## src/rtl/cache_controller_if.sv

```systemverilog
// Bus bundle between the cache read controller and its CPU, cache-storage and main-memory neighbours.
// The controller uses the slave modport; the surrounding system uses master.
interface cache_controller_if #(
    parameter int ADDR_W = 15,
    parameter int DATA_W = 32,
    parameter int CNT_W  = 16
);
    logic              cpuReq;
    logic [ADDR_W-1:0] cpuAddr;
    logic [DATA_W-1:0] cpuData;
    logic              cpuDone;
    logic              busy;
    logic              checkHit;
    logic              readData;
    logic              writeData;
    logic [ADDR_W-1:0] cacheAddr;
    logic [DATA_W-1:0] cacheWr0;
    logic [DATA_W-1:0] cacheWr1;
    logic [DATA_W-1:0] cacheWr2;
    logic [DATA_W-1:0] cacheWr3;
    logic              hit;
    logic [DATA_W-1:0] cacheDataOut;
    logic              memRead;
    logic [ADDR_W-1:0] memAddr;
    logic              memReady;
    logic [DATA_W-1:0] memData0;
    logic [DATA_W-1:0] memData1;
    logic [DATA_W-1:0] memData2;
    logic [DATA_W-1:0] memData3;
    logic [CNT_W-1:0]  hitCount;
    logic [CNT_W-1:0]  missCount;

    modport slave (
        input  cpuReq, cpuAddr, hit, cacheDataOut, memReady,
               memData0, memData1, memData2, memData3,
        output cpuData, cpuDone, busy, checkHit, readData, writeData, cacheAddr,
               cacheWr0, cacheWr1, cacheWr2, cacheWr3, memRead, memAddr,
               hitCount, missCount
    );

    modport master (
        output cpuReq, cpuAddr, hit, cacheDataOut, memReady,
               memData0, memData1, memData2, memData3,
        input  cpuData, cpuDone, busy, checkHit, readData, writeData, cacheAddr,
               cacheWr0, cacheWr1, cacheWr2, cacheWr3, memRead, memAddr,
               hitCount, missCount
    );
endinterface

```

## src/rtl/cache_controller.sv

```systemverilog
// Read-side controller for a direct-mapped cache: hit check, block refill from main memory,
// word return to the CPU and saturating hit/miss statistics.
module cache_controller #(
    parameter int ADDR_W = 15,
    parameter int DATA_W = 32,
    parameter int CNT_W  = 16
) (
    input  logic               clk,
    input  logic               rst_n,
    cache_controller_if.slave  bus
);
    typedef enum logic [2:0] {
        IDLE    = 3'd0,
        CHECK   = 3'd1,
        EVAL    = 3'd2,
        MEM_REQ = 3'd3,
        FILL    = 3'd4,
        READ    = 3'd5,
        RESP    = 3'd6
    } state_t;

    state_t            state_r;
    state_t            next_state_s;
    logic [ADDR_W-1:0] addr_r;
    logic [DATA_W-1:0] fill0_r, fill1_r, fill2_r, fill3_r;
    logic [DATA_W-1:0] cpu_data_r;
    logic              cpu_done_r;
    logic              check_hit_r, read_data_r, write_data_r, mem_read_r, busy_r;
    logic [CNT_W-1:0]  hit_count_r, miss_count_r;

    // Next-state decode.
    always_comb begin
        next_state_s = state_r;
        unique case (state_r)
            IDLE: begin
                if (bus.cpuReq) begin
                    next_state_s = CHECK;
                end else begin
                    next_state_s = IDLE;
                end
            end
            CHECK:   next_state_s = EVAL;
            EVAL: begin
                if (bus.hit) begin
                    next_state_s = READ;
                end else begin
                    next_state_s = MEM_REQ;
                end
            end
            MEM_REQ: begin
                if (bus.memReady) begin
                    next_state_s = FILL;
                end else begin
                    next_state_s = MEM_REQ;
                end
            end
            FILL:    next_state_s = READ;
            READ:    next_state_s = RESP;
            RESP:    next_state_s = IDLE;
            default: next_state_s = IDLE;
        endcase
    end

    // State register.
    always_ff @(posedge clk or negedge rst_n) begin
        if (!rst_n) begin
            state_r <= IDLE;
        end else begin
            state_r <= next_state_s;
        end
    end

    // Moore commands registered from the next state so they line up with the state they belong to.
    always_ff @(posedge clk or negedge rst_n) begin
        if (!rst_n) begin
            check_hit_r  <= 1'b0;
            read_data_r  <= 1'b0;
            write_data_r <= 1'b0;
            mem_read_r   <= 1'b0;
            busy_r       <= 1'b0;
        end else begin
            check_hit_r  <= (next_state_s == CHECK);
            read_data_r  <= (next_state_s == READ);
            write_data_r <= (next_state_s == FILL);
            mem_read_r   <= (next_state_s == MEM_REQ);
            busy_r       <= (next_state_s != IDLE);
        end
    end

    // Request address latch, refill capture and CPU response.
    always_ff @(posedge clk or negedge rst_n) begin
        if (!rst_n) begin
            addr_r     <= {ADDR_W{1'b0}};
            fill0_r    <= {DATA_W{1'b0}};
            fill1_r    <= {DATA_W{1'b0}};
            fill2_r    <= {DATA_W{1'b0}};
            fill3_r    <= {DATA_W{1'b0}};
            cpu_data_r <= {DATA_W{1'b0}};
            cpu_done_r <= 1'b0;
        end else begin
            if ((state_r == IDLE) && bus.cpuReq) begin
                addr_r <= bus.cpuAddr;
            end
            if ((state_r == MEM_REQ) && bus.memReady) begin
                fill0_r <= bus.memData0;
                fill1_r <= bus.memData1;
                fill2_r <= bus.memData2;
                fill3_r <= bus.memData3;
            end
            if (state_r == RESP) begin
                cpu_data_r <= bus.cacheDataOut;
            end
            cpu_done_r <= (state_r == RESP);
        end
    end

    // Hit/miss statistics; both stop at all-ones instead of wrapping.
    always_ff @(posedge clk or negedge rst_n) begin
        if (!rst_n) begin
            hit_count_r  <= {CNT_W{1'b0}};
            miss_count_r <= {CNT_W{1'b0}};
        end else if (state_r == EVAL) begin
            if (bus.hit) begin
                if (hit_count_r != {CNT_W{1'b1}}) begin
                    hit_count_r <= hit_count_r + CNT_W'(1);
                end
            end else begin
                if (miss_count_r != {CNT_W{1'b1}}) begin
                    miss_count_r <= miss_count_r + CNT_W'(1);
                end
            end
        end
    end

    assign bus.cpuData   = cpu_data_r;
    assign bus.cpuDone   = cpu_done_r;
    assign bus.busy      = busy_r;
    assign bus.checkHit  = check_hit_r;
    assign bus.readData  = read_data_r;
    assign bus.writeData = write_data_r;
    assign bus.memRead   = mem_read_r;
    assign bus.cacheAddr = addr_r;
    assign bus.memAddr   = {addr_r[ADDR_W-1:2], 2'b00};
    assign bus.cacheWr0  = fill0_r;
    assign bus.cacheWr1  = fill1_r;
    assign bus.cacheWr2  = fill2_r;
    assign bus.cacheWr3  = fill3_r;
    assign bus.hitCount  = hit_count_r;
    assign bus.missCount = miss_count_r;
endmodule

```

## src/flat_wrapper.sv

```systemverilog
// flat-port wrapper written by rule: the top's interface ports become plain ports
module cache_controller_flat 
#(
    parameter int ADDR_W = 15,
    parameter int DATA_W = 32,
    parameter int CNT_W  = 16
)
  (clk, rst_n, bus_cpuReq, bus_cpuAddr, bus_hit, bus_cacheDataOut, bus_memReady, bus_memData0, bus_memData1, bus_memData2, bus_memData3, bus_cpuData, bus_cpuDone, bus_busy, bus_checkHit, bus_readData, bus_writeData, bus_cacheAddr, bus_cacheWr0, bus_cacheWr1, bus_cacheWr2, bus_cacheWr3, bus_memRead, bus_memAddr, bus_hitCount, bus_missCount);
  cache_controller_if #(.ADDR_W(ADDR_W), .DATA_W(DATA_W), .CNT_W(CNT_W)) bus_i ();
  input  logic clk;
  input  logic rst_n;
  input wire logic [$bits(bus_i.cpuReq)-1:0] bus_cpuReq;
  input wire logic [$bits(bus_i.cpuAddr)-1:0] bus_cpuAddr;
  input wire logic [$bits(bus_i.hit)-1:0] bus_hit;
  input wire logic [$bits(bus_i.cacheDataOut)-1:0] bus_cacheDataOut;
  input wire logic [$bits(bus_i.memReady)-1:0] bus_memReady;
  input wire logic [$bits(bus_i.memData0)-1:0] bus_memData0;
  input wire logic [$bits(bus_i.memData1)-1:0] bus_memData1;
  input wire logic [$bits(bus_i.memData2)-1:0] bus_memData2;
  input wire logic [$bits(bus_i.memData3)-1:0] bus_memData3;
  output wire logic [$bits(bus_i.cpuData)-1:0] bus_cpuData;
  output wire logic [$bits(bus_i.cpuDone)-1:0] bus_cpuDone;
  output wire logic [$bits(bus_i.busy)-1:0] bus_busy;
  output wire logic [$bits(bus_i.checkHit)-1:0] bus_checkHit;
  output wire logic [$bits(bus_i.readData)-1:0] bus_readData;
  output wire logic [$bits(bus_i.writeData)-1:0] bus_writeData;
  output wire logic [$bits(bus_i.cacheAddr)-1:0] bus_cacheAddr;
  output wire logic [$bits(bus_i.cacheWr0)-1:0] bus_cacheWr0;
  output wire logic [$bits(bus_i.cacheWr1)-1:0] bus_cacheWr1;
  output wire logic [$bits(bus_i.cacheWr2)-1:0] bus_cacheWr2;
  output wire logic [$bits(bus_i.cacheWr3)-1:0] bus_cacheWr3;
  output wire logic [$bits(bus_i.memRead)-1:0] bus_memRead;
  output wire logic [$bits(bus_i.memAddr)-1:0] bus_memAddr;
  output wire logic [$bits(bus_i.hitCount)-1:0] bus_hitCount;
  output wire logic [$bits(bus_i.missCount)-1:0] bus_missCount;
  assign bus_i.cpuReq = bus_cpuReq;
  assign bus_i.cpuAddr = bus_cpuAddr;
  assign bus_i.hit = bus_hit;
  assign bus_i.cacheDataOut = bus_cacheDataOut;
  assign bus_i.memReady = bus_memReady;
  assign bus_i.memData0 = bus_memData0;
  assign bus_i.memData1 = bus_memData1;
  assign bus_i.memData2 = bus_memData2;
  assign bus_i.memData3 = bus_memData3;
  assign bus_cpuData = bus_i.cpuData;
  assign bus_cpuDone = bus_i.cpuDone;
  assign bus_busy = bus_i.busy;
  assign bus_checkHit = bus_i.checkHit;
  assign bus_readData = bus_i.readData;
  assign bus_writeData = bus_i.writeData;
  assign bus_cacheAddr = bus_i.cacheAddr;
  assign bus_cacheWr0 = bus_i.cacheWr0;
  assign bus_cacheWr1 = bus_i.cacheWr1;
  assign bus_cacheWr2 = bus_i.cacheWr2;
  assign bus_cacheWr3 = bus_i.cacheWr3;
  assign bus_memRead = bus_i.memRead;
  assign bus_memAddr = bus_i.memAddr;
  assign bus_hitCount = bus_i.hitCount;
  assign bus_missCount = bus_i.missCount;
  cache_controller #(.ADDR_W(ADDR_W), .DATA_W(DATA_W), .CNT_W(CNT_W)) u_core (.clk(clk), .rst_n(rst_n), .bus(bus_i));
endmodule
```

## config.mk

```make
export PLATFORM = sky130hd
export DESIGN_NAME = cache_controller_flat
export DESIGN_NICKNAME = d
export VERILOG_FILES = /design/src/rtl/cache_controller_if.sv /design/src/rtl/cache_controller.sv /design/src/flat_wrapper.sv
export SDC_FILE = /design/constraint.sdc
export NUM_CORES = 1
export LEC_CHECK = 0
export BUFFER_PORTS_ARGS = -buffer_cell sky130_fd_sc_hd__buf_2
export CORE_AREA = 2 2 158 160
export CTS_BUF_LIST = sky130_fd_sc_hd__clkbuf_4 sky130_fd_sc_hd__clkbuf_8
export CTS_CLUSTER_DIAMETER = 50
export CTS_CLUSTER_SIZE = 40
export DETAILED_ROUTE_END_ITERATION = 6
export DIE_AREA = 0 0 160 162
export PLACE_DENSITY = 0.61
export SLEW_MARGIN = 10
export SYNTH_ARGS = -nofsm -noshare
export SYNTH_HDL_FRONTEND = slang
export SYNTH_SLANG_ARGS = --single-unit
```

## constraint.sdc

```tcl
create_clock -name clk -period 2.59 [get_ports clk]
set_clock_uncertainty 0.2 [all_clocks]
set_input_delay 0.3885 -clock clk [delete_from_list [all_inputs] [get_ports clk]]
set_output_delay 0.3885 -clock clk [all_outputs]
set_load 0.005 [all_outputs]
```

## After elaboration in Yosys (flattened, before gate mapping)

Cells that the tools add are included.

| cells by class | value |
|---|---|
| order comparisons | 0 |
| add/sub/neg operators | 2 |
| multiplexer cells | 4 |
| shifts and indexed selects | 0 |
| div/mod/pow operators | 0 |
| equal/unequal tests | 12 |
| bitwise logic cells | 1 |
| reduce and logical (&&, ||, !) cells | 6 |
| multipliers | 0 |

Operators with widths:

| cell | count |
|---|---|
| $add A16 B1 Y16 const B | 2 |
| $ne A16 B16 Y1 const B | 2 |
| $pmux W3 S6 | 1 |
| $eq A3 B3 Y1 const B | 5 |
| $eq A3 B2 Y1 const B | 3 |
| $eq A3 B1 Y1 const B | 2 |
| $mux W3 | 2 |
| $reduce_and A3 Y1 | 2 |
| $logic_not A3 Y1 | 1 |
| $reduce_bool A3 Y1 | 1 |
| $logic_and A1 B1 Y1 | 2 |
| $mux W1 | 1 |
| $not A1 Y1 | 1 |

| word-level totals | value |
|---|---|
| input port bits | 180 |
| latch bits | 0 |
| register bits | 216 |
| memory bits (read-only) | 0 |
| RAM bits | 0 |
| memories | 0 |
| logic and storage cells | 40 |
| output and inout bits | 228 |

## Depth between registers and ports, before layout

Gate-level depths: netlist of run 1.

| depth | value |
|---|---|
| depth in word-level cells | 3 |
| gate-level depth with buffers | 6 |
| depth with buffers taken out | 6 |

## Least setup slack after synthesis of run 1

Ideal clock, no wire load.

| timing | value |
|---|---|
| path type | register -> register |
| start | reg u_core.state_r[2] |
| end | reg u_core.addr_r[10] (netlist: u_core.bus.cacheAddr[10]) |
| stages on the path, launching flop included | 5 |
| setup time | 0.125 ns |
| required time | 2.265 ns |
| buffers on the path | 2 |
| path slack | 0.645 ns |
| period minus slack after synthesis | 1.945 ns |
| arrival time | 1.620 ns |
| cell sequence | dfrtp_1 > buf_2 > nor4b_2 > buf_4 > mux2_2 |

| on the way | value |
|---|---|
| longest elaborated chain between the ends | 2 |

RTL lines:

| element | line | source |
|---|---|---|
| from (decl) | cache_controller.sv:22 | `state_t state_r;` |
| from (signal assigned) | cache_controller.sv:69 | `state_r <= next_state_s;` |
| $logic_not A3 Y1 | cache_controller.sv:101 | `if ((state_r == IDLE) && bus.cpuReq) begin` |
| $logic_and A1 B1 Y1 | cache_controller.sv:101 |  |
| to (signal assigned) | cache_controller.sv:93 | `addr_r <= {ADDR_W{1'b0}};` |
| to (signal assigned) | cache_controller.sv:102 | `addr_r <= bus.cpuAddr;` |
| to (decl) | cache_controller.sv:24 | `logic [ADDR_W-1:0] addr_r;` |

No other way between the ends.
A chain may end at the register's enable or synchronous reset.

## Final worst setup path of run 1

| timing | value |
|---|---|
| start | reg u_core.state_r[1] |
| end | reg u_core.fill0_r[17] (netlist: u_core.bus.cacheWr0[17]) |

| on the way | value |
|---|---|
| longest elaborated chain between the ends | 2 |

RTL lines:

| element | line | source |
|---|---|---|
| $eq A3 B2 Y1 | cache_controller.sv:104 | `if ((state_r == MEM_REQ) && bus.memReady) begin` |
| $logic_and A1 B1 Y1 | cache_controller.sv:104 |  |
| to (signal assigned) | cache_controller.sv:94 | `fill0_r <= {DATA_W{1'b0}};` |
| to (signal assigned) | cache_controller.sv:105 | `fill0_r <= bus.memData0;` |
| to (decl) | cache_controller.sv:25 | `logic [DATA_W-1:0] fill0_r, fill1_r, fill2_r, fill3_r;` |

No other way between the ends.

==> results of run 1 <==
[cell usage after synthesis (2+ instances only)]
master | instances | area (µm²)
sky130_fd_sc_hd__a21oi_1 | 3 | 15.01
sky130_fd_sc_hd__xnor2_1 | 17 | 148.9
sky130_fd_sc_hd__inv_1 | 3 | 11.26
sky130_fd_sc_hd__buf_4 | 28 | 210.2
sky130_fd_sc_hd__nor3b_1 | 2 | 15.01
sky130_fd_sc_hd__nand2_1 | 118 | 442.9
sky130_fd_sc_hd__nor3_1 | 5 | 25.02
sky130_fd_sc_hd__clkbuf_1 | 5 | 18.77
sky130_fd_sc_hd__and3_1 | 6 | 37.54
sky130_fd_sc_hd__nor2b_1 | 3 | 18.77
sky130_fd_sc_hd__and4_1 | 3 | 26.28
sky130_fd_sc_hd__nand3_1 | 10 | 50.05
sky130_fd_sc_hd__dfrtp_1 | 216 | 5405
sky130_fd_sc_hd__xor2_1 | 11 | 96.34
sky130_fd_sc_hd__nor3_2 | 2 | 20.02
sky130_fd_sc_hd__nor2_1 | 6 | 22.52
sky130_fd_sc_hd__or3_1 | 2 | 12.51
sky130_fd_sc_hd__o31a_1 | 2 | 17.52
sky130_fd_sc_hd__ha_1 | 2 | 25.02
sky130_fd_sc_hd__nand4_1 | 8 | 50.05
sky130_fd_sc_hd__buf_2 | 3 | 15.01
sky130_fd_sc_hd__mux2_2 | 143 | 1610
[layer usage]
layer  track usage  routed length, µm  part of all wire
met1        0.2161               9660              0.39
met2        0.3249              12420              0.50
met3       0.04980               1853             0.075
met4       0.07002                779             0.032
met5             0                  0                 0
[critical path, cell delays in order, from the launching register on]
cell and delay, ps:
sky130_fd_sc_hd__dfrtp_1 500, sky130_fd_sc_hd__inv_1 150, sky130_fd_sc_hd__nor3_4 260, sky130_fd_sc_hd__buf_12 280
sky130_fd_sc_hd__buf_4 270, sky130_fd_sc_hd__mux2_2 360
[how the worst max path moves through the flow]
stage | startpoint | endpoint | slack [ps]
floorplan | u_core.state_r[2]$_DFF_PN0_ | u_core.bus.cacheAddr[10]$_DFFE_PN0P_ | 650
global placement | u_core.state_r[1]$_DFF_PN0_ | u_core.bus.cacheWr2[9]$_DFFE_PN0P_ | 490
detailed placement | u_core.state_r[1]$_DFF_PN0_ | u_core.bus.cacheWr1[21]$_DFFE_PN0P_ | 430
CTS | u_core.state_r[1]$_DFF_PN0_ | u_core.bus.cacheWr0[17]$_DFFE_PN0P_ | 390
global route | u_core.state_r[1]$_DFF_PN0_ | u_core.bus.cacheWr0[28]$_DFFE_PN0P_ | 270
finish | u_core.state_r[1]$_DFF_PN0_ | u_core.bus.cacheWr0[17]$_DFFE_PN0P_ | 400
[metrics by stage]
stage               cells  area [µm²]  power, mW
global route         1554       13390      14.50
finish               1554       13390      13.61
global placement     1319       10810      10.00
CTS                  1551       13380      13.75
detailed placement   1319       10810      10.11
floorplan             615        8452      7.871
[state kept, by name, indices dropped and copies added, names as in the netlist]
register              flops
u_core.bus.busy           1
u_core.bus.cacheAddr     15
u_core.bus.cacheWr0      32
u_core.bus.cacheWr1      32
u_core.bus.cacheWr2      32
u_core.bus.cacheWr3      32
u_core.bus.checkHit       1
u_core.bus.cpuData       32
u_core.bus.cpuDone        1
u_core.bus.hitCount      16
u_core.bus.memRead        1
u_core.bus.missCount     16
u_core.bus.readData       1
u_core.bus.writeData      1
u_core.state_r            3
[what timing repair did]
action                                  in CTS  in global routing
resized for setup                            0                  0
hold buffers                               180                  0
endpoints found under the setup margin       0                  0
hold endpoints to repair                   395                  0
[layout make-up]
type	count	area share
Sequential cell	216	0.4037
Timing Repair Buffer	598	0.2987
Multi-Input combinational cell	358	0.2085
Clock buffer	34	0.03449
Tap cell	324	0.03028
Clock inverter	18	0.02290
Inverter	3	0.0008411
Antenna cell	3	0.0005607
[power breakdown]
| group | internal, mW | leakage [nW] | switching (mW) |
|---|---|---|---|
| Clock | 1.93 | 0.381 | 1.40 |
| Combinational | 2.61 | 3.69 | 1.96 |
| Sequential | 4.86 | 2.66 | 0.847 |
| Total | 9.40 | 6.73 | 4.21 |
[cell families after synthesis]
kind of cell / count (synthesis) / share of synthesized area
muxes: 144 / 0.1924
adders and majority gates: 2 / 0.002962
and+or+nand+nor: 169 / 0.09064
xor gates and xnor gates: 28 / 0.02903
buffers and inverters: 41 / 0.03199
AOI/OAI and AO/OA: 13 / 0.01274
DFF: 216 / 0.6398
other: 1 / 0.0004439
==> reports/results.txt, run 1 <==
# setup viols final - 0
Crit Reg-Reg Endpoint - u_core.bus.cacheWr0[17]$_DFFE_PN0P_
Post-layout minimum cycle time - 2189 ps
Period Utilization, post-route - 0.8451
Warnings from Yosys - 0
Total GRT Usage - 0.1844
R2R Path Start - u_core.state_r[1]$_DFF_PN0_
Fraction of synthesis flops using an asynchronous set or reset pin - 1.000
TritonCTS Buffers - 28
Final setup slack of the worst path - 401.1 ps
Fillcell total - 2044
Deepest clock path buffer count - 3
Highest fanout seen on the critical path - 46
Total power divided by cell area - 1016 nW/µm²
Startpoint types - register
Type of the worst setup path - register to register
Final GP Congestion - 0.7855
Htree depth - 1
Post-synthesis cell area - 8448 µm²
Number of enable flip-flop cells after synthesis - 0
Post-Place Setup Slack - 427.2 ps
Detail-routed via count per cell - 4.447
Overflow left after global routing - 0
Final-layout worst hold slack - 101.6 ps
Required time of the critical path - 2820 ps
Number of cells on the worst reg-to-reg path - 5
Wire length of the first global-routing pass - 38760 µm
Worst-case register-to-register setup slack - 400 ps
Run status - completed
Die Area - 25920 µm²
Largest net degree at the start of global routing - 74
CTS tree - yes
Fraction of final layout cells with drive strength greater than 1 - 0.5061
Max-slew violation count - 0
Vert. Die Dim - 162 µm
Number of remaining DRC errors - 0
Avg Synthesized Cell Area - 13.76 µm²
Clk slew on worst S/H paths - 80 ps
Unrepaired setup endpoints after global routing - no
Antenna violations before repair - 3
Violation count after the first detailed-routing iteration - 263
Antenna Violating Nets Remaining - 0
Count of input and output buffers - 405
Hold Crit Class - input pin to asynchronous set/reset pin
Post-layout util - 0.5554
Flip-flop cell with the highest count after synthesis - sky130_fd_sc_hd__dfrtp_1
HPWL reported at the end of detailed placement - 16700 µm
Placeable core region - 24110 µm²
Cell leakage power - 6.732 nW
Number of primary I/O pins - 408
Count of endpoints failing hold in the final timing report - 0
Total negative slack for setup checks - 0 ps
Initial core utilization - 0.3505
Commonest non-fill, non-tap cell in the layout - sky130_fd_sc_hd__buf_2
Yosys cell types - 38
Clock root buffer - sky130_fd_sc_hd__clkbuf_8
Via count of the first global-routing pass - 7286
Area of all sequential standard cells - 5405 µm²
Insertion delay of the later-clocked pin in the worst-skew pair - 550 ps
Highest clock frequency the design can meet - 456.9 MHz
Worst vdd ir - 575.2 µV
Commonest cells after routing, fill and taps aside - sky130_fd_sc_hd__buf_2 (404), sky130_fd_sc_hd__dfrtp_1 (216), sky130_fd_sc_hd__dlygate4sd3_1 (180)
Die X - 160 µm
Seq cells post-synth - 216
Area added between synthesis and finish - 58.47%
DR pass1 iterations - 4
Routed wire length - 24710 µm
Max-Cap Viols - 0
Post-CTS setup-driven buffer insertion count - 0
Clock Sink Count - 216
Std-Cell Rows - 57
DR vias - 6910
# nets final - 1387
Footprint of the multi-input gates - 2791 µm²
Routed len/inst - 15.90 µm
Capturing element type of the critical path - register
Arrival time at the worst endpoint - 2420 ps
Share of synthesized area occupied by flip-flops and latches - 0.6398
Synthesized netlist cell count - 614
No activity file was read; power rests on OpenSTA's default activity.
==> run 2, diff against run 1 <==
clock period = 2.03 ns   (was 2.59 ns; I/O delays follow)
==> reports/results.txt, run 2 (synthesis gave the netlist of run 1 again) <==
Run status - completed
Clk slew on worst S/H paths - 100 ps
Capturing element type of the critical path - register
Die X - 160 µm
Total power divided by cell area - 1228 nW/µm²
CTS tree - yes
Area added between synthesis and finish - 59.03%
Worst-case register-to-register setup slack - 120 ps
Number of primary I/O pins - 408
Total GRT Usage - 0.1905
Placeable core region - 24110 µm²
Hold Crit Class - input pin to asynchronous set/reset pin
Std-Cell Rows - 57
Required time of the critical path - 2260 ps
Cell total after placement - 1341
Initial core utilization - 0.3505
Vert. Die Dim - 162 µm
Post-layout minimum cycle time - 1913 ps
Delay contributed by the slowest stage of the critical path - 430 ps
Crit Reg-Reg Endpoint - u_core.bus.hitCount[4]$_DFFE_PN0P_
Die Area - 25920 µm²
Total Power Consumption - 16.50 mW
Post-CTS setup-driven buffer insertion count - 0
Deepest clock path buffer count - 3
Final setup slack of the worst path - 116.6 ps
Antenna Violating Nets Remaining - 0
Arrival time at the worst endpoint - 2140 ps
Highest clock frequency the design can meet - 522.6 MHz
Max-Cap Viols - 0
Count of input and output buffers - 405
Post-layout util - 0.5574
Cell Chain, Critical Path - and4_1 -> nand2_1 -> o31a_1 -> and4_4 -> xor2_1
Insertion delay of the later-clocked pin in the worst-skew pair - 540 ps
Number of remaining DRC errors - 0
Overflow left after global routing - 0
Routed len/inst - 16.21 µm
Fillcell total - 2073
Cell leakage power - 6.763 nW
# setup viols final - 0
Commonest non-fill, non-tap cell in the layout - sky130_fd_sc_hd__buf_2
Worst vdd ir - 630.8 µV
Final GP Congestion - 0.8003
Htree depth - 1
Via count of the first global-routing pass - 7373
Period Utilization, post-route - 0.9426
Commonest cells after routing, fill and taps aside - sky130_fd_sc_hd__buf_2 (404), sky130_fd_sc_hd__dfrtp_1 (215), sky130_fd_sc_hd__dlygate4sd3_1 (181)
Number of cells on the worst reg-to-reg path - 5
Max-slew violation count - 0
Type of the worst setup path - register to register
Startpoint types - register
DR vias - 7011
Routed wire length - 25450 µm
R2R Path Start - u_core.bus.hitCount[4]$_DFFE_PN0P_
DR pass1 iterations - 5
# nets final - 1407
HPWL reported at the end of detailed placement - 17530 µm
Count of endpoints failing hold in the final timing report - 0
Final std cells w/o fill - 1570
TritonCTS Buffers - 25
Clock Sink Count - 216
Wire length of the first global-routing pass - 39700 µm
Violation count after the first detailed-routing iteration - 335
Clock root buffer - sky130_fd_sc_hd__clkbuf_8
Antenna violations before repair - 3
Highest fanout seen on the critical path - 9
Fraction of final layout cells with drive strength greater than 1 - 0.5141
Largest net degree at the start of global routing - 52
Cell with the largest stage delay on the worst path - sky130_fd_sc_hd__dfrtp_1
Post-Place Setup Slack - 86.26 ps
Detail-routed via count per cell - 4.466
[run 2: changes by cell type in the layout (fill, tap and decap cells not counted), sizes merged]
cell         before  now
bufinv            7    0
clkinvlp          2    5
dlygate4sd3     180  181
clkbuf           34   26
inv               7   11
clkinv            5    6
buf             418  440
[run 2: final cells by class]
class	instances	area, µm²	share of cell area
Antenna cell	3	7.507	0.0005588
Multi-Input combinational cell	358	2808	0.2090
Timing Repair Buffer	621	4262	0.3172
Inverter	3	11.26	0.0008381
Sequential cell	216	5406	0.4024
Clock buffer	26	357.8	0.02663
Clock inverter	19	177.7	0.01322
Tap cell	324	405.4	0.03017
[run 2: layer usage]
| metal | wire length [µm] | track usage | vias to the layer above |
|---|---|---|---|
| li1 | - | - | 3308 |
| met1 | 9475 | 0.2187 | 3373 |
| met2 | 13230 | 0.3381 | 262 |
| met3 | 1899 | 0.05286 | 68 |
| met4 | 844 | 0.07576 | 0 |
| met5 | 0 | 0 | - |
[run 2: per-stage QoR]
| step | TNS (ps) | hold WS (ps) | cell area, µm² |
|---|---|---|---|
| after floorplan | 0 | -191.1 | 8452 |
| after global placement | 0 | 67.69 | 11060 |
| after detailed placement | 0 | 74.38 | 11060 |
| after CTS | 0 | 57.50 | 13410 |
| after global routing | -0.1363 | 94.57 | 13440 |
| final | 0 | 87.12 | 13440 |
[run 2: power by group]
part	switching (mW)	internal, mW	total [mW]
logic	2.61	3.48	6.09
clock network	1.83	1.34	3.16
registers	1.06	6.20	7.25
total	5.49	11.0	16.5
[run 2: worst max-delay path by stage]
stage	startpoint	endpoint	slack (ps)	depth (start not counted)
after floorplan	u_core.state_r[2]$_DFF_PN0_	u_core.bus.cacheAddr[10]$_DFFE_PN0P_	90	4
after global placement	u_core.state_r[0]$_DFF_PN0_	u_core.bus.cacheWr1[25]$_DFFE_PN0P_	120	5
after detailed placement	u_core.state_r[0]$_DFF_PN0_	u_core.bus.cacheWr2[24]$_DFFE_PN0P_	90	5
after CTS	u_core.state_r[0]$_DFF_PN0_	u_core.bus.cacheWr2[19]$_DFFE_PN0P_	60	5
after global routing	u_core.state_r[2]$_DFF_PN0_	u_core.bus.hitCount[13]$_DFFE_PN0P_	-0.1	5
final	u_core.bus.hitCount[4]$_DFFE_PN0P_	u_core.bus.hitCount[4]$_DFFE_PN0P_	120	5
[run 2: worst max-delay path: cells and delay by family, from the launching register on]
kind | cells | cell delay (ps)
AND/OR/NAND/NOR | 3 | 610
flip-flops | 1 | 430
AO/OA/AOI/OAI | 1 | 430
XOR/XNOR | 1 | 130
[run 2: timing repair]
| item | CTS | global route |
|---|---|---|
| endpoints found under the setup margin | 0 | 70 |
| gates resized for setup | 0 | 4 |
| hold buffers | 181 | 0 |
| endpoints found under the hold margin | 396 | 0 |
